==> config.mk <==
export PLATFORM = sky130hd
export DESIGN_NAME = pc_sequencer
export DESIGN_NICKNAME = d
export VERILOG_FILES = /design/src/rtl/pc_seq_pkg.sv /design/src/rtl/ret_stack.sv /design/src/rtl/pc_sequencer.sv
export SDC_FILE = /design/constraint.sdc
export NUM_CORES = 1
export LEC_CHECK = 0
export CORE_ASPECT_RATIO = 0.9
export CORE_UTILIZATION = 40
export CTS_CLUSTER_DIAMETER = 30
export DETAILED_ROUTE_END_ITERATION = 8
export PLACE_DENSITY = 0.77
export SLEW_MARGIN = 20
export SYNTH_ARGS = -nofsm -noshare
export SYNTH_HDL_FRONTEND = slang
export SYNTH_SLANG_ARGS = --single-unit
==> constraint.sdc <==
create_clock -name clk -period 2.68 [get_ports clk]
set_input_delay 0.536 -clock clk [delete_from_list [all_inputs] [get_ports clk]]
set_output_delay 0.536 -clock clk [all_outputs]
set_load 0.01 [all_outputs]
==> src/rtl/pc_seq_pkg.sv <==
// Shared constants for the program-counter sequencer.
// Jump-type encodings from the control decoder and the default PC width.
package pc_seq_pkg;

    localparam int PC_W_DEF = 12;

    localparam logic [2:0] JT_NONE = 3'd0;
    localparam logic [2:0] JT_JZ   = 3'd1;
    localparam logic [2:0] JT_JNZ  = 3'd2;
    localparam logic [2:0] JT_JC   = 3'd3;
    localparam logic [2:0] JT_JNC  = 3'd4;
    localparam logic [2:0] JT_JMP  = 3'd5;
    localparam logic [2:0] JT_JSB  = 3'd6;
    localparam logic [2:0] JT_RET  = 3'd7;

endpackage

==> src/rtl/ret_stack.sv <==
// Hardware return-address LIFO; top entry is presented on dout.
// Callers must not push when full or pop when empty; such requests are ignored.
module ret_stack #(
    parameter int W     = 12,
    parameter int DEPTH = 8
) (
    input  logic                       clk,
    input  logic                       rst_n,
    input  logic                       push,
    input  logic                       pop,
    input  logic [W-1:0]               din,
    output logic [W-1:0]               dout,
    output logic [$clog2(DEPTH):0]     count,
    output logic                       full,
    output logic                       empty
);
    localparam int AW = $clog2(DEPTH);
    localparam int CW = AW + 1;

    logic [W-1:0]  r_mem [DEPTH];
    logic [CW-1:0] r_cnt;
    logic [AW-1:0] w_top;

    assign w_top = r_cnt[AW-1:0] - AW'(1);
    assign dout  = r_mem[w_top];
    assign full  = (r_cnt == CW'(DEPTH));
    assign empty = (r_cnt == '0);
    assign count = r_cnt;

    always_ff @(posedge clk or negedge rst_n) begin
        if (!rst_n) begin
            r_cnt <= '0;
        end else if (push && !full) begin
            r_cnt <= r_cnt + CW'(1);
        end else if (pop && !empty) begin
            r_cnt <= r_cnt - CW'(1);
        end
    end

    // Contents need no reset; occupancy alone defines validity.
    always_ff @(posedge clk) begin
        if (push && !full) begin
            r_mem[r_cnt[AW-1:0]] <= din;
        end
    end

endmodule

==> src/rtl/pc_sequencer.sv <==
// PC sequencer: flags, next-PC resolution and return addressing.
// RET_STACK_EN selects a full return stack; otherwise a single link register.
module pc_sequencer
    import pc_seq_pkg::*;
#(
    parameter int              PC_W        = PC_W_DEF,
    parameter int              STACK_DEPTH = 8,
    parameter logic [PC_W-1:0] RESET_PC    = '0
) (
    input  logic                           clk,
    input  logic                           rst_n,
    input  logic                           en,
    input  logic [2:0]                     jump_type,
    input  logic [PC_W-1:0]                target,
    input  logic                           flag_we,
    input  logic                           zero_in,
    input  logic                           cout_in,
    input  logic                           err_clr,
    output logic [PC_W-1:0]                pc,
    output logic                           taken,
    output logic [$clog2(STACK_DEPTH):0]   sp,
    output logic                           stk_ovf,
    output logic                           stk_unf
);
    localparam int SP_W = $clog2(STACK_DEPTH) + 1;

    logic [PC_W-1:0] r_pc;
    logic            r_taken;
    logic            r_zero;
    logic            r_cout;
    logic            r_ovf;
    logic            r_unf;

    logic [PC_W-1:0] w_inc;
    logic [PC_W-1:0] w_next;
    logic [PC_W-1:0] w_ret_addr;
    logic            w_cond;
    logic            w_jsb;
    logic            w_ret;
    logic            w_full;
    logic            w_empty;
    logic            w_push;
    logic            w_pop;
    logic            w_ovf;
    logic            w_unf;

    assign w_inc = r_pc + PC_W'(1);

    always_comb begin
        w_cond = 1'b0;
        w_jsb  = 1'b0;
        w_ret  = 1'b0;
        unique case (jump_type)
            JT_JZ:   w_cond = r_zero;
            JT_JNZ:  w_cond = !r_zero;
            JT_JC:   w_cond = r_cout;
            JT_JNC:  w_cond = !r_cout;
            JT_JMP:  w_cond = 1'b1;
            JT_JSB:  w_jsb  = 1'b1;
            JT_RET:  w_ret  = 1'b1;
            default: ;
        endcase
    end

    assign w_push = w_jsb && !w_full;
    assign w_ovf  = w_jsb && w_full;
    assign w_pop  = w_ret && !w_empty;
    assign w_unf  = w_ret && w_empty;
    assign w_next = w_pop            ? w_ret_addr :
                    (w_cond || w_jsb) ? target     : w_inc;

`ifdef RET_STACK_EN
    ret_stack #(
        .W     (PC_W),
        .DEPTH (STACK_DEPTH)
    ) u_stack (
        .clk   (clk),
        .rst_n (rst_n),
        .push  (en && w_push),
        .pop   (en && w_pop),
        .din   (w_inc),
        .dout  (w_ret_addr),
        .count (sp),
        .full  (w_full),
        .empty (w_empty)
    );
`else
    logic [PC_W-1:0] r_link;
    logic            r_lv;

    assign w_full     = 1'b0;
    assign w_empty    = !r_lv;
    assign w_ret_addr = r_link;
    assign sp         = {{(SP_W-1){1'b0}}, r_lv};

    // A new call simply overwrites the link; nothing can overflow.
    always_ff @(posedge clk or negedge rst_n) begin
        if (!rst_n) begin
            r_link <= '0;
            r_lv   <= 1'b0;
        end else if (en && w_push) begin
            r_link <= w_inc;
            r_lv   <= 1'b1;
        end else if (en && w_pop) begin
            r_lv   <= 1'b0;
        end
    end
`endif

    always_ff @(posedge clk or negedge rst_n) begin
        if (!rst_n) begin
            r_pc    <= RESET_PC;
            r_taken <= 1'b0;
            r_zero  <= 1'b0;
            r_cout  <= 1'b0;
        end else if (en) begin
            r_pc    <= w_next;
            r_taken <= w_cond || w_jsb || w_pop;
            if (flag_we) begin
                r_zero <= zero_in;
                r_cout <= cout_in;
            end
        end
    end

    // A fresh error in the same cycle as a clear keeps the sticky set.
    always_ff @(posedge clk or negedge rst_n) begin
        if (!rst_n) begin
            r_ovf <= 1'b0;
            r_unf <= 1'b0;
        end else begin
            r_ovf <= (en && w_ovf) || (r_ovf && !err_clr);
            r_unf <= (en && w_unf) || (r_unf && !err_clr);
        end
    end

    assign pc      = r_pc;
    assign taken   = r_taken;
    assign stk_ovf = r_ovf;
    assign stk_unf = r_unf;

endmodule
Word-level counts from Yosys, hierarchy flattened
Cells that the tools add are included.
{"block": "totals", "reg_bits": 30, "out_inout_bits": 19, "wordCells": 39, "inputBits": 22}
{"block": "classes", "n_reduce_logical": 16, "n_eq_ne": 7, "n_addsub": 1, "n_mux": 7}
{"cell": "2-to-1 mux 12 bit", "count": 2}
{"cell": "adder 12 x 1 -> 12 bit (second input constant)", "count": 1}
{"cell": "== test 3 bit (second input constant)", "count": 4}
{"cell": "logical AND 1 bit", "count": 7}
{"cell": "== test 3 x 2 -> 1 bit (second input constant)", "count": 2}
{"cell": "case mux 1 bit (5 select lines)", "count": 1}
{"cell": "zero test 1 bit", "count": 4}
{"cell": "2-to-1 mux 1 bit", "count": 4}
{"cell": "== test 3 x 1 -> 1 bit (second input constant)", "count": 1}
{"cell": "logical OR 1 bit", "count": 3}
{"cell": "AND reduction 2 bit", "count": 1}
{"cell": "nonzero test 2 bit", "count": 1}

Longest topological paths before layout
Gate-level depths: netlist of run 1.
{"block": "depth", "word_depth": 6, "mapped_depth": 7}

Least setup slack after synthesis of run 1
Ideal clock, no wire load.
{"block": "synth_path", "kind": "input -> register", "startpoint": "in jump_type[2]", "endpoint": "reg r_pc[1] (netlist: pc[1])", "t_arrival_ns": 1.511, "stages": 6, "path_slack_ns": 1.037, "path_buffers": 1, "setup_time_ns": 0.132, "cell_sequence": "and2b_4 > o21bai_2 > or2_1 > buf_6 > a211oi_2 > o22ai_1"}
{"block": "synth_via", "elab_chain_len": 5, "elab_cells_between_ends": 14}
{"element": "start, declared", "line": "pc_sequencer.sv:13", "source": "input logic [2:0] jump_type,"}
{"element": "== test 3 bit, or another cell as far along", "line": "pc_sequencer.sv:53", "source": "unique case (jump_type)"}
{"element": "case mux 1 bit (5 select lines) / 2-to-1 mux 1 bit (equally long branches)", "line": "pc_sequencer.sv:53"}
{"element": "logical OR 1 bit", "line": "pc_sequencer.sv:70", "source": "(w_cond || w_jsb) ? target : w_inc;"}
{"element": "2-to-1 mux 12 bit", "line": "pc_sequencer.sv:70"}
{"element": "2-to-1 mux 12 bit (*)", "line": "pc_sequencer.sv:69", "source": "assign w_next = w_pop ? w_ret_addr :"}
{"element": "end signal, assigned", "line": "pc_sequencer.sv:117", "source": "r_pc <= w_next;"}
{"element": "end, declared", "line": "pc_sequencer.sv:27", "source": "logic [PC_W-1:0] r_pc;"}
Every way passes the cells marked *; elsewhere a longest branch is shown, timed or not.
A chain may end at the register's enable or synchronous reset.

Worst setup path in the final report of run 1
{"block": "layout_path", "startpoint": "in jump_type[2]", "endpoint": "reg r_pc[8] (netlist: pc[8])"}
Same word-level chain as after synthesis.

==> flow_summary.toml, run 1 <==
[power_and_ir_drop]
vdd_drop_max_v = 0.000501
p_leak_uw = 0.000882
p_per_area_nw_per_um2 = 682

[floorplan]
die_x_um = 70.0
die_y_um = 63.2
io_pins = 41
die_area_um2 = 4420
core_um2 = 3840
start_util = 0.433
row_count = 21

[worst_setup_path]
cp-end-kind = "flip-flop"
cp.required_ps = 2840
cp_max_fo = 10
critPathLaunchType = "input pin"
critical_path_class = "in2reg"
critical_path_arrival_ps = 2370

[logic_synthesis]
synth-edff-count = 0
ys_seq_elements = 30
yosysUniqueCellTypes = 43
async_reset_ff_frac = 1.00
synth_top_area_cell = "dfrtp_1"
syn_avg_cell_area_um2 = 9.96
yosys-top-cells-area = "dfrtp_1 (45%), nand2_1 (4.1%), mux2_1 (4.1%)"
ys_warn_count = 0
ys_seq_area_frac = 0.451
synthCells = 167
syn_area_um2 = 1660
synth_top_flop_cell = "dfrtp_1"
synth_top_area_frac = 0.451

[global_routing]
grt_max_degree = 31
antenna_found_initial = 0
grt_pass1_wl_um = 6310
grt_pass1_vias = 1297
track_usage = 0.184
grt_overflow_total = 0

[clocking]
clock_path_buffers = 2
cts_hold_buf = 0
cts_made_buffers = 5
path_clk_slew_ps = 60
ctsResizeCount = 0
cts.sinks = 30
cts_tree = "done"
cts-root-buf = "clkbuf_8"
cts_setup_buffers = 0
clkLatencyLatePin_ps = 280
ctsHtreeMaxLevel = 2

[hold_path]
worstHoldPathType = "reg2reg"

[routing]
drt.antenna.violating_nets = 0
route.detailed.drc = 0
wirelength_um = 3640
wl_per_cell_um = 14.4
vias = 1390
drt_first_pass_iters = 4
dr.first_iter.drc_count = 157
vias_per_cell = 5.49

[run_status]
status = "finished, final reports clean"

[placement]
dp_hpwl_um = 2670
gp_congestion = 0.842
io_buffers = 37

[final_layout]
syn2layout_area_growth_pct = 28.7
drive_gt1_frac = 0.0918
antenna_cells = 0
regArea_um2 = 751
final_util = 0.558
multi_input_area_um2 = 830
finalNetCount = 230
nFillCells = 352

[job]
max-cap-violations = 0

[timing]
max_freq_ghz = 0.453
rsz0062_at_grt = "no"
period_needed_ps = 2210
drv_slew = 0
period_share = 0.824
relSlewSlack = 0.654
worstMarginPinSlew_ps = 520
finClkSkew_ps = 1.40
hold_viol_final = 0
setup_violations = 0
setup_tns_ps = 0
-- cell families after synthesis --
logic type | after synthesis | synth area share
AOI/OAI and AO/OA | 42 | 0.173
xor gates and xnor gates | 10 | 0.0527
adders and majority gates | 1 | 0.00752
buffers and inverters | 17 | 0.0542
DFF | 30 | 0.451
muxes | 13 | 0.0850
other | 1 | 0.00226
and+or+nand+nor | 53 | 0.174
-- worst max-delay path: stages --
cell and delay (ps):
clkdlybuf4s50_1 500, nor3b_1 310, o21bai_2 250, or2_1 450, mux2i_1 240, o21ai_1 80
-- sequential cells by signal, summed over array words and instances (netlist names) --
register / cells
r_cout: 1
stk_ovf: 1
r_lv: 1
stk_unf: 1
taken: 1
pc: 12
r_zero: 1
r_link: 12
-- cell usage in the layout (no fill, tap or decap), types with 3 or more instances in the layout --
master	Yosys	layout
conb_1	1	3
dfrtp_1	30	30
xnor2_1	7	7
o211ai_1	3	3
nor3b_1	3	3
nor2_1	7	7
o32ai_1	3	3
mux2_1	6	6
o21ai_1	11	11
nor2b_1	5	5
nand3_1	4	4
o21ai_0	6	6
clkdlybuf4s50_1	0	37
buf_4	4	4
mux2_2	3	3
a31oi_1	7	7
inv_1	7	7
mux2i_1	4	4
nand2_1	18	18
clkbuf_8	0	5
xor2_1	3	3
nand4_1	4	4
-- final timing paths --
kind	start	endpoint	slack [ps]	cells after the start
max	jump_type[2]	pc[8]	470	6
min in group asynchronous	rst_n	r_link[4]	650	2
min reg2reg	r_link[1]	r_link[1]	490	1
min	r_link[1]	r_link[1]	490	1
max in group asynchronous	rst_n	r_lv	1740	2
max reg2reg	r_zero	pc[8]	870	5
-- per-layer routing --
metal	wire, µm	share of wire	vias up	track usage
met5	0	0	-	0
met3	201	0.055	8	0.0592
li1	-	-	672	-
met2	1540	0.42	42	0.254
met1	1830	0.50	668	0.269
met4	68	0.019	0	0.0650
-- through the flow --
step | setup WS, ps | cell area [µm²] | power (µW) | instances | hold slack, ps
global route | 288 | 2140 | 1570 | 253 | 503
detailed placement | 202 | 2060 | 1140 | 246 | 477
global placement | 245 | 2060 | 1130 | 246 | 469
CTS | 505 | 2140 | 1470 | 253 | 490
finish | 472 | 2140 | 1460 | 253 | 489
floorplan | 1040 | 1670 | 939 | 169 | 240
-- synthesized netlist by cell type, types with 2 or more instances --
cell      instances
nor3b_1           3
o21ai_0           6
nor2b_1           5
inv_1             7
mux2_1            6
a22oi_1           2
clkbuf_1          2
mux2_2            3
nand2_1          18
o32ai_1           3
xnor2_1           7
nand4_1           4
xor2_1            3
a31oi_1           7
buf_2             3
a31o_1            2
o22ai_1           2
nor2_1            7
o211ai_1          3
nand2b_1          2
nand3_1           4
buf_4             4
o21ai_1          11
dfrtp_1          30
mux2i_1           4
nor3_1            2
-- where the power goes --
group / switching, µW / internal, µW / total (µW)
combinational: 208 / 250 / 458
clock: 154 / 178 / 332
sequential: 104 / 567 / 671
-- layout make-up --
type                       instances  area share
multi-input combinational        122       0.387
sequential                        30       0.351
timing repair buffer              41       0.187
clock buffer                       7      0.0357
tap                               46      0.0269
inverter                           7      0.0123
No activity file was read; power rests on OpenSTA's default activity.
==> inputs of run 2 (changes only) <==
- clock period: 2.68 -> 2.27 ns (I/O delays scaled with it)
==> run 2 against run 1 <==
Sequential power grew 18%. Sequential share of layout area decreased by 0.84 points. Via count fell by 0.86%. Clock power rose by 32%. Critical endpoint is now pc[11].
==> flow_summary.toml, run 2 (synthesis gave the netlist of run 1 again) <==
[clocking]
cts.sinks = 30
ctsHtreeMaxLevel = 2
cts_made_buffers = 5
clock_path_buffers = 2
cts_tree = "done"
cts-root-buf = "clkbuf_8"
ctsResizeCount = 0
cts_hold_buf = 0
clkLatencyLatePin_ps = 280
cts_setup_buffers = 0
path_clk_slew_ps = 60

[placement]
placed_cells = 251
gp_congestion = 0.764
dp_hpwl_um = 2700
io_buffers = 37
placed_area_um2 = 2100

[floorplan]
die_y_um = 63.2
core_um2 = 3840
die_area_um2 = 4420
die_x_um = 70.0
row_count = 21
start_util = 0.433
io_pins = 41

[global_routing]
grt_pass1_vias = 1401
antenna_found_initial = 0
track_usage = 0.194
grt_max_degree = 31
grt_overflow_total = 0
grt_pass1_wl_um = 6700

[final_layout]
fin_cells = 259
layout_common_cells = "clkdlybuf4s50_1 (37), dfrtp_1 (30), nand2_1 (18)"
syn2layout_area_growth_pct = 31.9
nFillCells = 353
drive_gt1_frac = 0.122
finalInstanceArea_um2 = 2190
final_common_cell = "clkdlybuf4s50_1"
antenna_cells = 0
finalNetCount = 235

[job]
max-cap-violations = 0

[worst_setup_path]
cp_cell_sequence = "clkdlybuf4s50_1, nand2b_1, a21oi_4, buf_4, or3_1, a31o_1, a22oi_1"
critical_path_class = "in2reg"
regToRegEndpoint = "pc[1]"
crit_buf_inv = 2
reg2reg_depth = 5
cpLargestDelayFamily = "buffers and inverters"
critical_path_arrival_ps = 2170
cp_max_fo = 9
cp.required_ps = 2470
slowest_stage = "clkdlybuf4s50_1"
r2r_slack_ps = 590
reg2reg_from = "r_zero"
cp-end-kind = "flip-flop"
slowest_delay_ps = 530
critPathLaunchType = "input pin"

[timing]
setup_violations = 0
finClkSkew_ps = 5.52
period_needed_ps = 1970
drv_slew = 0
setup_tns_ps = 0
rsz0062_at_grt = "no"
hold_viol_final = 0
max_freq_ghz = 0.507
period_share = 0.869

[routing]
drt_first_pass_iters = 4
wl_per_cell_um = 14.7
wirelength_um = 3810
route.detailed.drc = 0
vias_per_cell = 5.32
drt.antenna.violating_nets = 0
dr.first_iter.drc_count = 113
vias = 1378

[power_and_ir_drop]
p_leak_uw = 0.000918
vdd_drop_max_v = 0.000462
power.total_uw = 1780
p_per_area_nw_per_um2 = 813

[hold_path]
worstHoldPathCells = 2
worstHoldEndpoint = "r_link[0]"
min_from = "r_link[0]"
worstHoldPathType = "reg2reg"

[run_status]
status = "finished, final reports clean"
[run 2: cell types whose count changed in the layout (fill, tap and decap cells not counted), sizes merged]
cell and change:
buf +5, clkinv +1
[run 2: through the flow]
stage | setup slack, ps | hold WS, ps | utilization
final | 297 | 491 | 0.572
after global routing | 138 | 512 | 0.572
after CTS | 300 | 495 | 0.572
after detailed placement | 3.14 | 482 | 0.548
after global placement | 15.2 | 470 | 0.548
after floorplan | 709 | 158 | -
[run 2: worst max-delay path by stage]
stage / end / cells past startpoint / slack, ps / start
global placement: pc[11] / 7 / 20 / jump_type[0]
finish: pc[11] / 7 / 300 / jump_type[0]
CTS: pc[11] / 7 / 300 / jump_type[0]
global route: pc[5] / 6 / 140 / jump_type[2]
floorplan: pc[1] / 6 / 710 / jump_type[2]
detailed placement: pc[5] / 6 / 3 / jump_type[2]
[run 2: per-layer routing]
layer	wire length, µm	vias up	track usage	part of all wire
met5	0	-	0	0
met2	1750	35	0.305	0.46
met4	57	0	0.0675	0.015
met1	1790	654	0.255	0.47
li1	-	683	-	-
met3	216	6	0.0576	0.057
[run 2: layout make-up]
| type | count | area, µm² | area share |
|---|---|---|---|
| flip-flops and latches | 30 | 751 | 0.342 |
| inverters | 7 | 26.3 | 0.0120 |
| well taps | 46 | 57.6 | 0.0262 |
| clock buffers | 7 | 86.3 | 0.0394 |
| multi-input cells | 122 | 830 | 0.378 |
| clock inverters | 1 | 5.00 | 0.00228 |
| repair buffers | 46 | 438 | 0.200 |
[run 2: where the power goes]
part / switching [µW] / total [µW] / internal [µW]
clock network: 195 / 438 / 244
registers: 124 / 793 / 669
logic: 246 / 551 / 305
total: 565 / 1780 / 1220
[run 2: worst min-delay path: stages, from the launching register on]
cell     delay, ps
dfrtp_1        340
nand2_1         50
o21ai_1         60
==> inputs of run 3 (changes only) <==
- HOLD_SLACK_MARGIN: default -> 0.12
- REMOVE_ABC_BUFFERS: default -> 1
==> run 3 against run 2 <==
Critical path depth is 1 lower. Highest routed layer unchanged. Total power down 0.74%. Die area unchanged. Non-clock buffer count rose by 6. Utilization increased by 0.95 points. Design area grew 1.7%. Cell count rose by 1.5%.
==> flow_summary.toml, run 3 (synthesis gave the netlist of run 1 again) <==
[floorplan]
core_um2 = 3840
start_util = 0.433
die_area_um2 = 4420
die_x_um = 70.0
io_pins = 41
row_count = 21
die_y_um = 63.2

[final_layout]
antenna_cells = 0
layout_common_cells = "clkdlybuf4s50_1 (37), dfrtp_1 (30), nand2_1 (18)"
finalNetCount = 241
syn2layout_area_growth_pct = 34.1
drive_gt1_frac = 0.143
fin_cells = 263
final_common_cell = "clkdlybuf4s50_1"
nFillCells = 346

[global_routing]
met1_usage = 0.270
grtUsageMet3 = 0.0592
grt_pass1_wl_um = 6540
grt_busiest_layer = "met2"
track_usage = 0.193
grt_max_degree = 31
antenna_found_initial = 0
grt_pass1_vias = 1372
grt_overflow_total = 0
use_met2 = 0.276

[clocking]
ctsHtreeMaxLevel = 2
ctsResizeCount = 0
path_clk_slew_ps = 60
cts-root-buf = "clkbuf_8"
cts_hold_buf = 0
cts_setup_buffers = 0
clkLatencyLatePin_ps = 280
clock_path_buffers = 2
cts.sinks = 30
cts_tree = "done"
cts_made_buffers = 5

[worst_setup_path]
cp_max_fo = 10
r2r_slack_ps = 560
critPathLaunchType = "input pin"
cp-end-kind = "flip-flop"
slowest_delay_ps = 480
critical_path_class = "in2reg"
critical_path_arrival_ps = 2190
crit_buf_inv = 1
cpLargestDelayFamily = "simple AND/OR/NAND/NOR gates"
cp_cell_sequence = "clkdlybuf4s50_1, nor3b_1, o21bai_2, or2_1, mux2i_1, o21ai_1"
cp.required_ps = 2430
slowest_stage = "clkdlybuf4s50_1"

[routing]
wirelength_um = 3800
dr.first_iter.drc_count = 90
vias_per_cell = 5.48
drt_first_pass_iters = 5
wl_per_cell_um = 14.5
route.detailed.drc = 0
drt.antenna.violating_nets = 0
vias = 1440

[timing]
period_needed_ps = 2030
period_share = 0.895
drv_slew = 0
rsz0062_at_grt = "no"
finClkSkew_ps = 6.00
hold_viol_final = 0
setup_violations = 0
max_freq_ghz = 0.492
setup_tns_ps = 0
holdWs_ps = 487

[power_and_ir_drop]
netSwitchingPower_uw = 556
p_clk_frac = 0.238
p_per_area_nw_per_um2 = 794
swShare = 0.314
seqPwrFrac = 0.447
vdd_drop_max_v = 0.000375
power_frac_comb = 0.315
intPower_uw = 1210
p_leak_uw = 0.000940

[run_status]
status = "finished, final reports clean"

[placement]
io_buffers = 37
dp_hpwl_um = 2770
gp_congestion = 0.762
placed_cells = 257

[job]
max-cap-violations = 0

[hold_path]
worstHoldPathType = "reg2reg"
-- run 3: changes by cell type in the layout (fill, tap and decap cells not counted) --
cell,before,now
buf_4,9,15
clkinv_2,1,0
clkbuf_1,1,0
-- run 3: cell type report --
type / count / area [µm²] / area share
Clock buffer: 6 / 82.6 / 0.0370
Sequential cell: 30 / 751 / 0.337
Timing Repair Buffer: 52 / 483 / 0.217
Inverter: 7 / 26.3 / 0.0118
Tap cell: 46 / 57.6 / 0.0258
Multi-Input combinational cell: 122 / 830 / 0.372
-- run 3: stage by stage --
stage	total power (µW)	worst slack, ps	utilization	instance area [µm²]
6_report	1770	238	0.581	2230
4_1_cts	1790	275	0.581	2230
3_3_place_gp	1340	9.62	0.560	2150
5_1_grt	1890	182	0.581	2230
3_5_place_dp	1360	-21.3	0.560	2150
2_1_floorplan	1090	603	-	1610
-- run 3: tightest hold or removal path, cell delays in order, from the launching register on --
cell and delay, ps:
dfrtp_1 340, nand2_1 50, o21ai_1 60
-- run 3: metal layers --
metal | vias to the layer above | wire [µm]
met2 | 51 | 1710
met3 | 5 | 232
met5 | - | 0
met4 | 0 | 51
met1 | 690 | 1810
li1 | 694 | -
-- run 3: power groups by stage --
stage          combinational [µW]  clock, µW  sequential [µW]
5_1_grt                       618        463              809
3_5_place_dp                  561          0              798
6_report                      557        422              790
2_1_floorplan                 291          0              797
3_3_place_gp                  550          0              793
4_1_cts                       564        438              789
-- run 3: worst paths after layout --
path,start,to,depth (start not counted)
worst max-delay path,jump_type[0],pc[6],6
worst min-delay path,r_link[3],r_link[3],2
worst max register to register,r_zero,pc[6],5
worst min register to register,r_link[3],r_link[3],2
max in group asynchronous,rst_n,pc[8],2
min in group asynchronous,rst_n,pc[0],2
